===== src/rtl/control_unit_if.sv =====
// Control bus between the multicycle control FSM and its datapath.
// The controller (master) reads the opcode and drives every strobe/select.
interface control_unit_if;
   logic [5:0] OP;
   logic       BEQ_BNE;
   logic [1:0] PCSource;
   logic [2:0] ALUOp;
   logic       ALUSrcA;
   logic [1:0] ALUSrcB;
   logic       RegWrite;
   logic       IRWrite;
   logic       MemToReg;
   logic       MemToWrite;
   logic       MemToRead;
   logic       IorD;
   logic       PCWrite;
   logic       PCWriteCond;
   logic       Illegal;
   logic [3:0] State;

   modport master (
      input  OP,
      output BEQ_BNE, PCSource, ALUOp, ALUSrcA, ALUSrcB, RegWrite, IRWrite,
             MemToReg, MemToWrite, MemToRead, IorD, PCWrite, PCWriteCond,
             Illegal, State
   );

   modport slave (
      output OP,
      input  BEQ_BNE, PCSource, ALUOp, ALUSrcA, ALUSrcB, RegWrite, IRWrite,
             MemToReg, MemToWrite, MemToRead, IorD, PCWrite, PCWriteCond,
             Illegal, State
   );
endinterface


===== src/rtl/control_unit.sv =====
// Multicycle Moore control FSM: FETCH/DECODE followed by a short
// per-class execution path, returning to FETCH. Outputs are decoded from
// the current state; only ALUOp (EXEC_I) and BEQ_BNE (DECODE/BRANCH)
// look at the opcode, plus the one-cycle Illegal flag in DECODE.
module control_unit #(
   parameter logic [2:0] ALU_ADD = 3'b010,
   parameter logic [2:0] ALU_SUB = 3'b110
) (
   input  logic          clk,
   input  logic          rst,
   control_unit_if.master bus
);

   typedef enum logic [3:0] {
      FETCH    = 4'd0,
      DECODE   = 4'd1,
      EXEC_I   = 4'd2,
      WB_ALU   = 4'd3,
      LI_EXEC  = 4'd4,
      LI_WB    = 4'd5,
      MEM_ADDR = 4'd6,
      MEM_RD   = 4'd7,
      MEM_WB   = 4'd8,
      MEM_WR   = 4'd9,
      BRANCH   = 4'd10,
      JUMP     = 4'd11
   } state_t;

   state_t r_state;
   logic   w_alu, w_li, w_mem, w_br, w_jmp;

   // Opcode class decode; anything not matched is illegal
   always_comb begin
      w_alu = 1'b0;
      w_li  = 1'b0;
      w_mem = 1'b0;
      w_br  = 1'b0;
      w_jmp = 1'b0;
      casez (bus.OP)
         6'b000???:         w_alu = 1'b1;
         6'b010000:         w_li  = 1'b1;
         6'b010001,
         6'b010010:         w_mem = 1'b1;
         6'b10000?:         w_br  = 1'b1;
         6'b110000:         w_jmp = 1'b1;
         default:           ;
      endcase
   end

   // State register; reset jumps straight to FETCH regardless of clk
   always_ff @(posedge clk or negedge rst) begin
      if (!rst) begin
         r_state <= FETCH;
      end else begin
         case (r_state)
            FETCH:    r_state <= DECODE;
            DECODE: begin
               if      (w_alu) r_state <= EXEC_I;
               else if (w_li)  r_state <= LI_EXEC;
               else if (w_mem) r_state <= MEM_ADDR;
               else if (w_br)  r_state <= BRANCH;
               else if (w_jmp) r_state <= JUMP;
               else            r_state <= FETCH;
            end
            EXEC_I:   r_state <= WB_ALU;
            LI_EXEC:  r_state <= LI_WB;
            MEM_ADDR: r_state <= (bus.OP[1:0] == 2'b01) ? MEM_RD : MEM_WR;
            MEM_RD:   r_state <= MEM_WB;
            default:  r_state <= FETCH;   // single-step paths and unused codes
         endcase
      end
   end

   // Output decode; reset forces everything low, including the FETCH strobes
   always_comb begin
      bus.BEQ_BNE     = 1'b0;
      bus.PCSource    = 2'b00;
      bus.ALUOp       = 3'b000;
      bus.ALUSrcA     = 1'b0;
      bus.ALUSrcB     = 2'b00;
      bus.RegWrite    = 1'b0;
      bus.IRWrite     = 1'b0;
      bus.MemToReg    = 1'b0;
      bus.MemToWrite  = 1'b0;
      bus.MemToRead   = 1'b0;
      bus.IorD        = 1'b0;
      bus.PCWrite     = 1'b0;
      bus.PCWriteCond = 1'b0;
      bus.Illegal     = 1'b0;
      bus.State       = r_state;
      if (rst) begin
         case (r_state)
            FETCH: begin
               bus.MemToRead = 1'b1;
               bus.IRWrite   = 1'b1;
               bus.PCWrite   = 1'b1;
               bus.ALUSrcB   = 2'b01;
               bus.ALUOp     = ALU_ADD;
            end
            DECODE: begin
               bus.ALUSrcB = 2'b11;
               bus.ALUOp   = ALU_ADD;
               bus.BEQ_BNE = bus.OP[0];
               bus.Illegal = ~(w_alu | w_li | w_mem | w_br | w_jmp);
            end
            EXEC_I: begin
               bus.ALUSrcA = 1'b1;
               bus.ALUOp   = bus.OP[2:0];
            end
            WB_ALU:   bus.RegWrite = 1'b1;
            LI_EXEC, LI_WB: begin
               bus.ALUSrcA  = 1'b1;
               bus.ALUSrcB  = 2'b11;
               bus.ALUOp    = ALU_ADD;
               bus.RegWrite = (r_state == LI_WB);
            end
            MEM_ADDR: begin
               bus.ALUSrcA = 1'b1;
               bus.ALUSrcB = 2'b10;
               bus.ALUOp   = ALU_ADD;
            end
            MEM_RD: begin
               bus.IorD      = 1'b1;
               bus.MemToRead = 1'b1;
            end
            MEM_WB: begin
               bus.RegWrite = 1'b1;
               bus.MemToReg = 1'b1;
            end
            MEM_WR: begin
               bus.IorD       = 1'b1;
               bus.MemToWrite = 1'b1;
            end
            BRANCH: begin
               bus.ALUSrcA     = 1'b1;
               bus.ALUOp       = ALU_SUB;
               bus.PCWriteCond = 1'b1;
               bus.PCSource    = 2'b01;
               bus.BEQ_BNE     = bus.OP[0];
            end
            JUMP: begin
               bus.PCSource = 2'b10;
               bus.PCWrite  = 1'b1;
            end
            default: bus.State = r_state;  // unused codes: all strobes stay 0
         endcase
      end
   end

endmodule


===== src/flat_wrapper.sv =====
// flat-port wrapper written by rule: the top's interface ports become plain ports
module control_unit_flat 
#(
   parameter logic [2:0] ALU_ADD = 3'b010,
   parameter logic [2:0] ALU_SUB = 3'b110
)
  (clk, rst, bus_OP, bus_BEQ_BNE, bus_PCSource, bus_ALUOp, bus_ALUSrcA, bus_ALUSrcB, bus_RegWrite, bus_IRWrite, bus_MemToReg, bus_MemToWrite, bus_MemToRead, bus_IorD, bus_PCWrite, bus_PCWriteCond, bus_Illegal, bus_State);
  control_unit_if bus_i ();
  input  logic clk;
  input  logic rst;
  input wire logic [$bits(bus_i.OP)-1:0] bus_OP;
  output wire logic [$bits(bus_i.BEQ_BNE)-1:0] bus_BEQ_BNE;
  output wire logic [$bits(bus_i.PCSource)-1:0] bus_PCSource;
  output wire logic [$bits(bus_i.ALUOp)-1:0] bus_ALUOp;
  output wire logic [$bits(bus_i.ALUSrcA)-1:0] bus_ALUSrcA;
  output wire logic [$bits(bus_i.ALUSrcB)-1:0] bus_ALUSrcB;
  output wire logic [$bits(bus_i.RegWrite)-1:0] bus_RegWrite;
  output wire logic [$bits(bus_i.IRWrite)-1:0] bus_IRWrite;
  output wire logic [$bits(bus_i.MemToReg)-1:0] bus_MemToReg;
  output wire logic [$bits(bus_i.MemToWrite)-1:0] bus_MemToWrite;
  output wire logic [$bits(bus_i.MemToRead)-1:0] bus_MemToRead;
  output wire logic [$bits(bus_i.IorD)-1:0] bus_IorD;
  output wire logic [$bits(bus_i.PCWrite)-1:0] bus_PCWrite;
  output wire logic [$bits(bus_i.PCWriteCond)-1:0] bus_PCWriteCond;
  output wire logic [$bits(bus_i.Illegal)-1:0] bus_Illegal;
  output wire logic [$bits(bus_i.State)-1:0] bus_State;
  assign bus_i.OP = bus_OP;
  assign bus_BEQ_BNE = bus_i.BEQ_BNE;
  assign bus_PCSource = bus_i.PCSource;
  assign bus_ALUOp = bus_i.ALUOp;
  assign bus_ALUSrcA = bus_i.ALUSrcA;
  assign bus_ALUSrcB = bus_i.ALUSrcB;
  assign bus_RegWrite = bus_i.RegWrite;
  assign bus_IRWrite = bus_i.IRWrite;
  assign bus_MemToReg = bus_i.MemToReg;
  assign bus_MemToWrite = bus_i.MemToWrite;
  assign bus_MemToRead = bus_i.MemToRead;
  assign bus_IorD = bus_i.IorD;
  assign bus_PCWrite = bus_i.PCWrite;
  assign bus_PCWriteCond = bus_i.PCWriteCond;
  assign bus_Illegal = bus_i.Illegal;
  assign bus_State = bus_i.State;
  control_unit #(.ALU_ADD(ALU_ADD), .ALU_SUB(ALU_SUB)) u_core (.clk(clk), .rst(rst), .bus(bus_i));
endmodule

===== config.mk =====
export PLATFORM = sky130hd
export DESIGN_NAME = control_unit_flat
export DESIGN_NICKNAME = d
export VERILOG_FILES = /design/src/rtl/control_unit_if.sv /design/src/rtl/control_unit.sv /design/src/flat_wrapper.sv
export SDC_FILE = /design/constraint.sdc
export NUM_CORES = 1
export LEC_CHECK = 0
export ABC_AREA = 1
export CORE_MARGIN = 3
export CORE_UTILIZATION = 34
export CTS_CLUSTER_DIAMETER = 60
export DETAILED_ROUTE_END_ITERATION = 10
export GPL_TIMING_DRIVEN = 0
export PLACE_DENSITY = 0.74
export SETUP_SLACK_MARGIN = 0.05
export SLEW_MARGIN = 15
export SYNTH_ARGS = -nofsm -noshare
export SYNTH_HDL_FRONTEND = slang
export SYNTH_SLANG_ARGS = --single-unit

===== constraint.sdc =====
create_clock -name clk -period 1.1 [get_ports clk]
set_input_delay 0.22 -clock clk [delete_from_list [all_inputs] [get_ports clk]]
set_output_delay 0.22 -clock clk [all_outputs]
set_load 0.05 [all_outputs]

; Yosys cells after proc, flatten, opt, wreduce, memory -nomap -nowiden
; Index checks and enable logic that the tools add are counted.
[word_totals]
input_bits = 8
ff_bits = 4
output_inout_bits = 22
word_cells = 75
[classes]
n_bitwise = 5
reduce_logical = 12
eq_ne = 17
mux = 40
[ops]
columns = operator, count
row1 = $mux W1, 26
row2 = $mux W4, 6
row3 = $pmux W4 S6, 1
row4 = $eq A6 B5 Y1 const B, 3
row5 = $eq A4 B3 Y1 const B, 4
row6 = $eq A4 B4 Y1 const B, 4
row7 = $reduce_or A2 Y1, 7
row8 = $reduce_or A5 Y1, 2
row9 = $pmux W3 S3, 1
row10 = $eq A4 B2 Y1 const B, 2
row11 = $eq A6 B6 Y1 const B, 1
row12 = $pmux W2 S3, 1
row13 = $eq A5 B5 Y1 const B, 1
row14 = $eq A4 B1 Y1 const B, 1
row15 = $logic_not A4 Y1, 1
row16 = $mux W2, 2
row17 = $or A1 B1 Y1, 4
row18 = $pmux W2 S2, 1
row19 = $logic_not A3 Y1, 1
row20 = $mux W3, 1
row21 = $reduce_or A3 Y1, 1
row22 = $eq A2 B1 Y1 const B, 1
row23 = $pmux W1 S2, 1
row24 = $not A1 Y1, 1

; Longest topological paths before layout
[logic_depth]
depth_word = 9
mapped_depth = 7
depth_no_buf = 7

; Worst setup path before layout
; No wires, ideal clock.
[synth_path]
path_type = flip-flop to output port
start = register u_core.r_state[2]
end = output port bus_ALUSrcB[1]
stages_incl_launch_ff = 5
arrival_ps = 2252
n_path_buf = 0
path_slack_ps = -1372
required_time_ps = 880
path_cell_list = dfrtp_1 inv_1 nor2_2 inv_2 o31ai_1
[synth_via]
elab_chain_cells = 4
elab_cells_between_ends = 8
classes_between = eq/ne: 4 / mux: 2 / reduce/logical: 2
[synth_lines]
columns = element, line_no
row1 = "start, declared", control_unit.sv:29  ; state_t r_state;
row2 = "start signal, assigned", control_unit.sv:67  ; MEM_ADDR: r_state <= (bus.OP[1:0] == 2'b01) ? MEM_RD : MEM_WR;
row3 = $eq A4 B3 Y1 or $eq A4 B1 Y1 (tied branches), control_unit.sv:92  ; case (r_state)
row4 = $reduce_or A3 Y1 (no line), --
row5 = $pmux W2 S3 (*), control_unit.sv:92
row6 = $mux W2 (*), control_unit.sv:91  ; if (rst) begin
row7 = "end, declared", flat_wrapper.sv:16  ; output wire logic [$bits(bus_i.ALUSrcB)-1:0] bus_ALUSrcB;
; Mark *: on every way between the ends. The rest lies on a longest branch, timed or not.

; Worst setup path after layout
[layout_path]
start = register u_core.r_state[3]
end = output port bus_ALUOp[2]
[layout_via]
elab_chain_cells = 4
elab_cells_between_ends = 10
classes_between = eq/ne: 6 / mux: 2 / reduce/logical: 2
[layout_lines]
columns = element, line_no
row1 = $eq A4 B3 Y1 (tied with other cells), control_unit.sv:92
row2 = $reduce_or A5 Y1 (no line), --
row3 = $pmux W3 S3 (*), control_unit.sv:92
row4 = $mux W3 (*), control_unit.sv:91
row5 = "end, declared", flat_wrapper.sv:14  ; output wire logic [$bits(bus_i.ALUOp)-1:0] bus_ALUOp;
; Marked as above.

==> impl_metrics.toml <==
[layout]
drive_above_1_share_pct = 73.2
reg_top3 = "u_core.r_state (4)"
layoutNonFillerInstCount = 158
largest_reg_flops = 4
final_util_pct = 92.4
final_area_mm2 = 0.00142
multi_input_area_um2 = 624
regMostFlops = "u_core.r_state"
n_antenna_cell = 0
regArea_um2 = 105
final_nets = 152
synthToLayoutAreaGrowth_pct = 147
nFillCells = 52

[critical_path]
cp_max_fo = 5
cp_slowest_cell = "dfrtp_2"
max_stage_delay_ps = 470
worstSetupPathType = "flop to output pin"
critical-path-top-delay-family = "flip-flops"
reg2reg_slack_ps = -200
cp.arrival_ps = 1590
cp_cell_sequence = "nor2_4, inv_4, nor2_4, inv_4, o31ai_4, buf_6"
startpoint_type = "flop"
cp-end-kind = "output pin"
worstPathRequired_ps = 880
cp.buffers_inverters = 3

[sta]
slew_headroom_pct = 79.9
period_share_pct = 164
hold_ws_ps = 535
tightest_slew_ps = 299
rsz0062_at_grt = "yes"
setup_viol = 26
drv_slew = 0
finClkSkew_ps = 2.92
fin_ws_ps = -708
period_minus_slack_ps = 1810
hold_viol = 0
max_freq_mhz = 553

[global_route]
grt_usage_pct = 21.7
antenna_found_initial = 0
grt_max_degree = 11
grt_first_pass_wirelength_mm = 3.41
grt_overflow_total = 0
grt_pass1_vias = 795

[cts]
clock-sinks = 4
path_clk_slew_ps = 40
insertion_delay_ps = 250
root_buffer = "clkbuf_4"
cts_made_buffers = 3
cts_max_level = 1
cts_tree = "yes"
clock_path_buffers = 2

[synth]
synth.top_cells.by_area = "dfrtp_1 17%, nand2_1 14%, inv_1 8.5%"
syn_area_per_cell_um2 = 6.32
async_reset_ff_share_pct = 100
synth_most_common_cell = "nand2_1"
ys_seq_area_share_pct = 17.4
synth_edf_count = 0
synth_commonest_cells = "21 x nand2_1, 13 x inv_1, 11 x nor2_1, 6 x inv_2"
syn_nets = 99
synth-seq-cells = 4
synth-main-ff-cell = "dfrtp_1"
ys_warn_count = 0
ys_types = 26
yosysTopAreaCellShare_pct = 17.4
synthesis.area_um2 = 576
synthCells = 91
synth_top_area_cell = "dfrtp_1"

[floorplanning]
initial_utilization_pct = 37.3
rows = 14
fp.dieArea_mm2 = 0.00222
die_h_um = 47.1
die_w_um = 47.1
ios = 30
core_area_mm2 = 0.00154

[power_and_ir_drop]
pwr-share-seq_pct = 10.4
comb_power_share_pct = 83.4
ir_worst_vdd_mv = 1.69
pwr-share-clk_pct = 6.1
switching_share_pct = 57.2
p_leak_nw = 0.672
p_switching_mw = 1.82
p_per_area_mw_per_mm2 = 2230
intPower_mw = 1.36

[drt]
detail_route.iter0.violations = 28
firstDrtPassIters = 4
wl_mm = 3.11
vias_per_cell = 5.69
post-route-drc-count = 0
vias = 899
postRouteAntennaNets = 0
wire_per_inst_um = 19.7

[status]
status = "finished with violations"
violations = "setup timing"

[placement]
dpl_worst_slack_ps = -1630
hpwl_mm = 1.38
gp_congestion = 0.789
io_buffers = 29
placed_cells = 136
dpl-instance-area_mm2 = 0.00104

[job]
maxCapViolations = 0

[min_path]
hp-class = "input port to async pin"
area by class of cell:
cell class              count  area share, %
well taps                  16           1.41
clock buffers               3           1.58
flip-flops and latches      4           7.38
repair buffers             48           36.6
plain buffers               2           1.85
multi-input cells          65           43.8
inverters                  20           7.29
metal layers:
| layer | track usage (%) | share of wire (%) | vias to the layer above |
|---|---|---|---|
| met2 | 41.7 | 51 | 50 |
| met1 | 23.7 | 38 | 430 |
| li1 | - | - | 396 |
| met4 | 7.18 | 5.4 | 0 |
| met5 | 0 | 0 | - |
| met3 | 3.45 | 5.5 | 23 |
cells by family (layout without fill, tap and decap cells):
family | Yosys count | in the layout | share of synthesized area, %
buffers and inverters | 22 | 73 | 16.7
AO/OA/AOI/OAI | 16 | 16 | 21.5
flip-flops | 4 | 4 | 17.4
AND/OR/NAND/NOR | 49 | 49 | 44.3
cells in the final DEF (no fill, tap or decap), types with 4 or more instances in the layout:
cell / synthesis / layout
inv_1: 13 / 8
a21oi_4: 0 / 4
nand2_4: 0 / 6
buf_8: 0 / 8
nand2_2: 3 / 6
buf_6: 1 / 26
nor2_1: 11 / 5
inv_4: 1 / 8
dfrtp_2: 0 / 4
buf_4: 1 / 8
nor2_4: 2 / 10
nand2_1: 21 / 12
power by group through the flow:
stage	Clock (mW)	Sequential, mW	Combinational [mW]
2_1_floorplan	0	0.408	1.23
3_5_place_dp	0	0.274	1.82
4_1_cts	0.188	0.296	2.22
5_1_grt	0.210	0.335	2.74
3_3_place_gp	0	0.276	1.81
6_report	0.195	0.332	2.65
metrics by stage:
step	TNS, ps	power, mW
2_1_floorplan	-8890	1.64
3_3_place_gp	-28510	2.08
3_5_place_dp	-28970	2.09
4_1_cts	-9840	2.71
5_1_grt	-13030	3.29
6_report	-12180	3.18
what timing repair did:
action                                 4_1_cts  5_1_grt
pin swaps                                    5        7
resized for setup                          189       29
setup endpoints to repair                   26       26
gates cloned                                 0        0
setup buffers                               11        8
endpoints found under the hold margin        4        0
hold buffers                                 1        0
worst register-to-register path, stage by stage (launching register included):
cell,delay (ps)
dfrtp_2,470
nor2_4,210
inv_4,90
nor2_4,130
buf_4,130
buf_6,90
a31oi_4,30
nand2_1,90
path summary, 6_finish.rpt:
path	end	startpoint	depth (start not counted)
max in group asynchronous	u_core.r_state[1]	rst	2
min	u_core.r_state[0]	rst	2
max	bus_ALUOp[2]	u_core.r_state[3]	6
min reg2reg	u_core.r_state[0]	u_core.r_state[0]	1
max reg2reg	u_core.r_state[1]	u_core.r_state[3]	7
min in group clk	u_core.r_state[2]	bus_OP[0]	4
(Power assumes the default switching activity.)
